**config.mk**
```make
export PLATFORM = sky130hd
export DESIGN_NAME = io_ctrl
export DESIGN_NICKNAME = d
export VERILOG_FILES = /design/src/rtl/io_ctrl.sv
export SDC_FILE = /design/constraint.sdc
export NUM_CORES = 1
export LEC_CHECK = 0
export CELL_PAD_IN_SITES_DETAIL_PLACEMENT = 0
export CELL_PAD_IN_SITES_GLOBAL_PLACEMENT = 1
export CORE_ASPECT_RATIO = 0.75
export CORE_UTILIZATION = 40
export CTS_CLUSTER_DIAMETER = 120
export DETAILED_ROUTE_END_ITERATION = 10
export PLACE_DENSITY_LB_ADDON = 0.05
export SYNTH_ARGS = -nofsm -noshare
export SYNTH_HDL_FRONTEND = slang
export SYNTH_HIERARCHICAL = 1
export SYNTH_SLANG_ARGS = --single-unit
```
**constraint.sdc**
```tcl
create_clock -name CLK -period 3.4 [get_ports CLK]
set_clock_uncertainty 0.1 [all_clocks]
set_input_delay 0.51 -clock CLK [delete_from_list [all_inputs] [get_ports CLK]]
set_output_delay 0.51 -clock CLK [all_outputs]
set_load 0.005 [all_outputs]
```
**src/rtl/io_ctrl.sv**
```systemverilog
// Memory-mapped I/O controller: debounced push-buttons and slide switches
// with sticky READY/OVERRUN status, plus writable HEX, LEDR and LEDG
// output registers. The I/O window is the top 16 bytes of the address space.
// ADDR[15:4] is decoded, so DBITS must be at least 16.

// Two-flop synchronizer followed by a counting debouncer for one input group.
module io_debounce #(
    parameter int W        = 4,
    parameter int DEBOUNCE = 500000
) (
    input  logic         clk_i,
    input  logic         rst_i,
    input  logic [W-1:0] raw_i,
    output logic [W-1:0] stable_o,
    output logic         event_o
);
    localparam int CW = (DEBOUNCE > 2) ? $clog2(DEBOUNCE) : 1;
    localparam logic [CW-1:0] CNT_MAX = CW'(DEBOUNCE - 1);

    logic [W-1:0]  sync1_q, sync2_q;
    logic [W-1:0]  cand_q, cand_d;
    logic [W-1:0]  stable_q, stable_d;
    logic [CW-1:0] cnt_q, cnt_d;

    // Any difference between the synchronized input and the candidate restarts
    // the count; a candidate that has survived the full window is promoted.
    always_comb begin
        cand_d   = cand_q;
        stable_d = stable_q;
        cnt_d    = cnt_q;
        event_o  = 1'b0;
        if (sync2_q != cand_q) begin
            cand_d = sync2_q;
            cnt_d  = '0;
        end else if ((cnt_q == CNT_MAX) && (cand_q != stable_q)) begin
            stable_d = cand_q;
            event_o  = 1'b1;
        end else if (cnt_q < CNT_MAX) begin
            cnt_d = cnt_q + 1'b1;
        end
    end

    // Synchronizer and debouncer state registers.
    always_ff @(posedge clk_i) begin
        if (rst_i) begin
            sync1_q  <= '0;
            sync2_q  <= '0;
            cand_q   <= '0;
            stable_q <= '0;
            cnt_q    <= '0;
        end else begin
            sync1_q  <= raw_i;
            sync2_q  <= sync1_q;
            cand_q   <= cand_d;
            stable_q <= stable_d;
            cnt_q    <= cnt_d;
        end
    end

    assign stable_o = stable_q;
endmodule

module io_ctrl #(
    parameter int DBITS    = 16,
    parameter int DEBOUNCE = 500000
) (
    input  logic             CLK,
    input  logic             RESET,
    input  logic [DBITS-1:0] ADDR,
    input  logic             WE,
    input  logic [DBITS-1:0] DIN,
    output logic [DBITS-1:0] DOUT,
    output logic             SEL,
    input  logic [3:0]       KEY,
    input  logic [9:0]       SW,
    output logic [15:0]      HEX,
    output logic [9:0]       LEDR,
    output logic [7:0]       LEDG
);
    // Word index within the I/O window (ADDR[3:1]).
    localparam logic [2:0] R_KDATA = 3'd0;
    localparam logic [2:0] R_SDATA = 3'd1;
    localparam logic [2:0] R_KCTRL = 3'd2;
    localparam logic [2:0] R_SCTRL = 3'd3;
    localparam logic [2:0] R_HEX   = 3'd4;
    localparam logic [2:0] R_LEDR  = 3'd5;
    localparam logic [2:0] R_LEDG  = 3'd6;

    logic [3:0]  key_stable;
    logic [9:0]  sw_stable;
    logic        key_ev, sw_ev;
    logic [1:0]  kctrl_q, kctrl_d;   // {OVERRUN, READY}
    logic [1:0]  sctrl_q, sctrl_d;
    logic [15:0] hex_q;
    logic [9:0]  ledr_q;
    logic [7:0]  ledg_q;
    logic        wr_en;
    logic [2:0]  reg_idx;
    logic [15:0] rd16;

    // Keys are active-low on the board; invert so 1 means pressed.
    io_debounce #(.W(4), .DEBOUNCE(DEBOUNCE)) u_key_db (
        .clk_i    (CLK),
        .rst_i    (RESET),
        .raw_i    (~KEY),
        .stable_o (key_stable),
        .event_o  (key_ev)
    );

    io_debounce #(.W(10), .DEBOUNCE(DEBOUNCE)) u_sw_db (
        .clk_i    (CLK),
        .rst_i    (RESET),
        .raw_i    (SW),
        .stable_o (sw_stable),
        .event_o  (sw_ev)
    );

    assign SEL     = (ADDR[15:4] == 12'hFFF);
    assign wr_en   = WE && SEL && !ADDR[0];
    assign reg_idx = ADDR[3:1];

    // Status update: the write clears bits first (write-0-to-clear), then an
    // event sets READY and flags OVERRUN if READY survived the write.
    function automatic logic [1:0] ctrl_next(input logic [1:0] cur, input logic ev,
                                             input logic wr, input logic [1:0] din);
        logic ready_w, ovr_w;
        ready_w = wr ? (cur[0] & din[0]) : cur[0];
        ovr_w   = wr ? (cur[1] & din[1]) : cur[1];
        if (ev) begin
            return {ovr_w | ready_w, 1'b1};
        end
        return {ovr_w, ready_w};
    endfunction

    // Next-state for both status registers.
    always_comb begin
        kctrl_d = ctrl_next(kctrl_q, key_ev, wr_en && (reg_idx == R_KCTRL), DIN[1:0]);
        sctrl_d = ctrl_next(sctrl_q, sw_ev, wr_en && (reg_idx == R_SCTRL), DIN[1:0]);
    end

    // Status and output registers; reset wins over writes and events.
    always_ff @(posedge CLK) begin
        if (RESET) begin
            kctrl_q <= '0;
            sctrl_q <= '0;
            hex_q   <= '0;
            ledr_q  <= '0;
            ledg_q  <= '0;
        end else begin
            kctrl_q <= kctrl_d;
            sctrl_q <= sctrl_d;
            if (wr_en && (reg_idx == R_HEX))  hex_q  <= DIN[15:0];
            if (wr_en && (reg_idx == R_LEDR)) ledr_q <= DIN[9:0];
            if (wr_en && (reg_idx == R_LEDG)) ledg_q <= DIN[7:0];
        end
    end

    // Read mux; anything outside the implemented word map returns DEAD.
    always_comb begin
        rd16 = 16'hDEAD;
        if (SEL && !ADDR[0]) begin
            case (reg_idx)
                R_KDATA: rd16 = {12'b0, key_stable};
                R_SDATA: rd16 = {6'b0, sw_stable};
                R_KCTRL: rd16 = {14'b0, kctrl_q};
                R_SCTRL: rd16 = {14'b0, sctrl_q};
                R_HEX:   rd16 = hex_q;
                R_LEDR:  rd16 = {6'b0, ledr_q};
                R_LEDG:  rd16 = {8'b0, ledg_q};
                default: rd16 = 16'hDEAD;
            endcase
        end
    end

    // Zero-extend the 16-bit read value onto the data bus.
    always_comb begin
        DOUT        = '0;
        DOUT[15:0]  = rd16;
    end

    assign HEX  = hex_q;
    assign LEDR = ledr_q;
    assign LEDG = ledg_q;
endmodule

```
==> Flow_metrics.wiki, run 1 <==
{| class="wikitable"
! Metric !! Value
|-
| Run status || finished clean
|-
| Hold/Removal Path Class || reg2reg
|-
| Simple logic cell fraction of the synthesized area || between 20% and 30%
|-
| Number of top-level design ports || 100
|-
| Average routed wire per standard cell || 16.1 um
|-
| Core Rows || 38
|-
| Required arrival time at the worst endpoint || roughly 2.8 ns
|-
| Placed Area || around 0.0073 mm^2
|-
| Number of buffers on the longest clock path || 2
|-
| Most used flip-flop cell after synthesis || dfxtp_1
|-
| Net switching power of the design || 0.919 mW
|-
| Port Buffer Count || 99
|-
| Worst-case headroom to the max-slew limit || between 30% and 40%
|-
| Switching share of power || about a quarter
|-
| Worst Tran Pin Value || 0.910 ns
|-
| Global Route Usage Sum || 21.4%
|-
| Dominant combinational cell family by area after synthesis || simple AND/OR/NAND/NOR gates
|-
| Layout cell share with drive strength beyond 1 || around 10%
|-
| Share of synthesized area occupied by flip-flops and latches || between 40% and 50%
|-
| Area of all placed cells without fillers || between 0.007 and 0.008 mm^2
|-
| Count of buffering cells on the critical path with inverters included || 2
|-
| Via count of the first global-routing pass || 5,079
|-
| Cts hold-fix bufs || 0
|-
| Max-cap violations || 0
|-
| Sink count of the clock tree || roughly 130
|-
| Internal power component || about 2.6 mW
|-
| Proportion of synthesized area in mux cells || under 10%
|-
| Arrival time at the worst endpoint || 2.63 ns
|-
| Grt total ovfl || 0
|-
| Number of distinct library cell variants in the gate-level netlist after synthesis || 63
|-
| Peak fanout along the critical path || 6
|-
| Mapped cell area || roughly 0.006 mm^2
|-
| Initial DRT Pass Iterations || 5
|-
| Total Die Area || about 0.016 mm^2
|-
| Crit-path most repeated cell || clkdlybuf4s50_1
|-
| Fin. max-slew vios || 0
|-
| Clk root buf || clkbuf_16
|-
| Number of buffers added for setup after CTS || 0
|-
| First-pass GRT wire length || between 20,000 and 30,000 um
|-
| TritonCTS clock tree || done
|-
| H-tree depth || 4
|-
| Async set-reset flop share out of synthesis || 0%
|-
| Number of antenna violations at the first check in global routing || 0
|-
| Worst setup path category || in2out
|-
| CP Capture Type || output port
|-
| Cells along the critical path || clkdlybuf4s50_1 > and4_1 > nand3_1 > a311o_1 > a211oi_1 > clkdlybuf4s50_1
|-
| Startpoint type of the worst setup path || input pin
|-
| Complex-gate fraction of the synthesized area || 12.4%
|-
| Relative contribution of the clock network to total power || roughly half
|-
| Parity-gate share of the synthesized area counting xor and xnor cells || 7.02%
|-
| Setup Viol. Count Final || 0
|-
| Unrepaired setup endpoints after global routing || false
|-
| Number of synthesized register bits || 132
|-
| Final nets || roughly 830
|-
| Average via count per standard cell || around 5.3
|-
| Worst path slowest cell || clkdlybuf4s50_1
|-
| FMAX || 309 MHz
|-
| Arithmetic-cell share of the synthesized area counting full adders, half adders and majority gates || 0.409%
|-
| Final critical-path required period || between 3 and 4 ns
|-
| Combinational Power Share || between 5 and 6%
|-
| Worst VDD drop || 323 uV
|-
| Synth Instances || ~680
|-
| Synthesized Nets || about 730
|-
| Syn Area/Cell || roughly 9.1 um^2
|-
| Effective utilization at floorplan || a little over two fifths
|-
| Final Routed Wirelength || between 15,000 and 20,000 um
|-
| Final TNS setup || 0 ns
|-
| Final cell utilization of the core || a little over half
|-
| Horiz. Die Dim || roughly 140 um
|-
| Diodes inserted || 0
|-
| Total via count after detailed routing || 5,228
|-
| Post-synth EDFFs || 0
|-
| Register share of total power || between 40% and 50%
|-
| Endpoints failing hold || 0
|-
| DPL Wire Length || roughly 11,000 um
|-
| DRC || 0
|-
| Die extent in y || around 110 um
|-
| Largest net degree at the start of global routing || 54
|-
| Standard cell core area || approximately 0.015 mm^2
|-
| Clk Latency, worst-skew pair || ~0.42 ns
|-
| Top delay family on crit path || buffers and inverters
|-
| Antenna Violating Nets Remaining || 0
|-
| Count of routing violations after the opening detailed-route iteration || ~290
|-
| Largest stage delay on the critical path || around 0.56 ns
|-
| Number of warning messages in the yosys log || 6
|-
| Final cycle utilization of the critical path || 95.2%
|-
| Reg clk slew, reported paths || approximately 0.070 ns
|-
| Lkg Pwr || 2.81 nW
|-
| Power density over the cells || approximately 450 mW/mm^2
|-
| Routability congestion estimate || ~0.8
|-
| Relative area change from synthesis to final layout || 28.8%
|-
| Number of CTS-inserted buffers || 17
|}
[worst reg2reg max path, cell delays in order, from the launching register on]
cell,delay [ns]
dfxtp_1,0.34
xor2_1,0.17
nor4_1,0.46
nand4_1,0.28
nor4b_1,0.58
nand2_1,0.11
nor2_1,0.10
a21oi_1,0.05
o21ai_0,0.16
[flip-flops by register name (all words and copies together), names as in the netlist]
signal             count
u_key_db/cnt_q        19
u_sw_db/cnt_q         19
HEX                   16
LEDR                  10
u_sw_db/cand_q        10
u_sw_db/stable_o      10
u_sw_db/sync1_q       10
u_sw_db/sync2_q       10
LEDG                   8
u_key_db/cand_q        4
u_key_db/stable_o      4
u_key_db/sync1_q       4
u_key_db/sync2_q       4
kctrl_q                2
sctrl_q                2
[cell type report]
type / instances / area (um^2)
Clock inverter: 15 / 148
Sequential cell: 132 / 2640
Multi-Input combinational cell: 492 / 3220
Clock buffer: 17 / 425
Fill cell: 1346 / 6820
Timing Repair Buffer: 119 / 1140
Inverter: 13 / 48.8
Tap cell: 200 / 250
[cells in the mapped netlist (12+ instances only)]
master | instances | area [um^2]
nand2_1 | 37 | 139
o21ai_0 | 23 | 115
nand2b_1 | 22 | 138
mux2i_1 | 27 | 270
nor2b_1 | 44 | 275
xor2_1 | 32 | 280
nand4_1 | 19 | 119
clkbuf_1 | 14 | 52.6
dfxtp_1 | 132 | 2640
xnor2_1 | 17 | 149
inv_1 | 12 | 45.0
nand3_1 | 44 | 220
o21ai_1 | 16 | 80.1
nor2_1 | 48 | 180
a21oi_1 | 50 | 250
buf_2 | 14 | 70.1
[routing by layer]
layer | GRT usage [%] | part of all wire [%] | routed length, um
met5 | 0 | 0 | 0
met3 | 6.06 | 4.5 | 721
met2 | 34.3 | 46 | 7350
met4 | 7.29 | 1.2 | 190
met1 | 27.7 | 48 | 7660
[power by group through the flow]
stage / sequential, mW / combinational (mW) / clock, mW
global placement: 1.62 / 0.197 / 0
floorplan: 1.61 / 0.106 / 0
finish: 1.58 / 0.203 / 1.78
CTS: 1.58 / 0.203 / 1.82
detailed placement: 1.62 / 0.201 / 0
global route: 1.59 / 0.219 / 1.90
[layout by cell type, fill, tap and decap left out, drive strengths merged, types with 3 or more instances in the layout]
cell type	instances
or4	12
nand4	21
nand2	37
o31ai	10
clkinv	4
nand2b	22
mux2i	27
nor2b	44
and4	7
nor4	9
nor2	48
buf	21
xnor2	17
nor3	10
or2	3
o21ai	41
a21oi	50
and2	3
mux4	4
o211ai	5
clkdlybuf4s50	97
inv	23
nor4b	3
and3	10
nand3	44
or3	6
xor2	32
clkbuf	17
dfxtp	132
[cells by family (layout without fill, tap and decap cells)]
family          after synthesis  after routing
simple gates                284            284
flops                       132            132
compound gates              124            124
buf+inv                      51            164
xor+xnor                     49             49
mux                          33             33
fa+ha+maj                     2              2
[metrics by stage]
stage	hold WS, ns	cells	power [mW]	setup slack, ns
3_5_place_dp	0.323	956	1.82	0.106
3_3_place_gp	0.318	956	1.81	0.0911
4_1_cts	0.339	988	3.60	0.0793
2_1_floorplan	0.314	675	1.72	1.23
5_1_grt	0.360	988	3.70	0.0435
6_report	0.337	988	3.56	0.165
[path summary, 6_finish.rpt]
| check | start | endpoint | slack, ns | depth (start not counted) |
|---|---|---|---|---|
| worst max-delay path | ADDR[13] | DOUT[1] | 0.16 | 6 |
| worst min-delay path | u_sw_db/sync1_q[4] | u_sw_db/sync2_q[4] | 0.34 | 1 |
| worst max register to register | u_sw_db/cand_q[4] | sctrl_q[1] | 0.98 | 8 |
| worst min register to register | u_sw_db/sync1_q[4] | u_sw_db/sync2_q[4] | 0.34 | 1 |
[repair_timing]
item                                    CTS  global route
hold endpoints to repair                  0             0
resized for setup                         0             2
endpoints found under the setup margin    0             4
Note: power is estimated with default switching activity, not from simulation.
==> run 2: changes to the inputs <==
--- a/config.mk
+++ b/config.mk
@@ -5,6 +5,7 @@
 export SDC_FILE = /design/constraint.sdc
 export NUM_CORES = 1
 export LEC_CHECK = 0
+export CAP_MARGIN = 20
 export CELL_PAD_IN_SITES_DETAIL_PLACEMENT = 0
 export CELL_PAD_IN_SITES_GLOBAL_PLACEMENT = 1
 export CORE_ASPECT_RATIO = 0.75
==> results of run 2 <==
The final DEF is identical to that of run 1; final timing and power are the same.
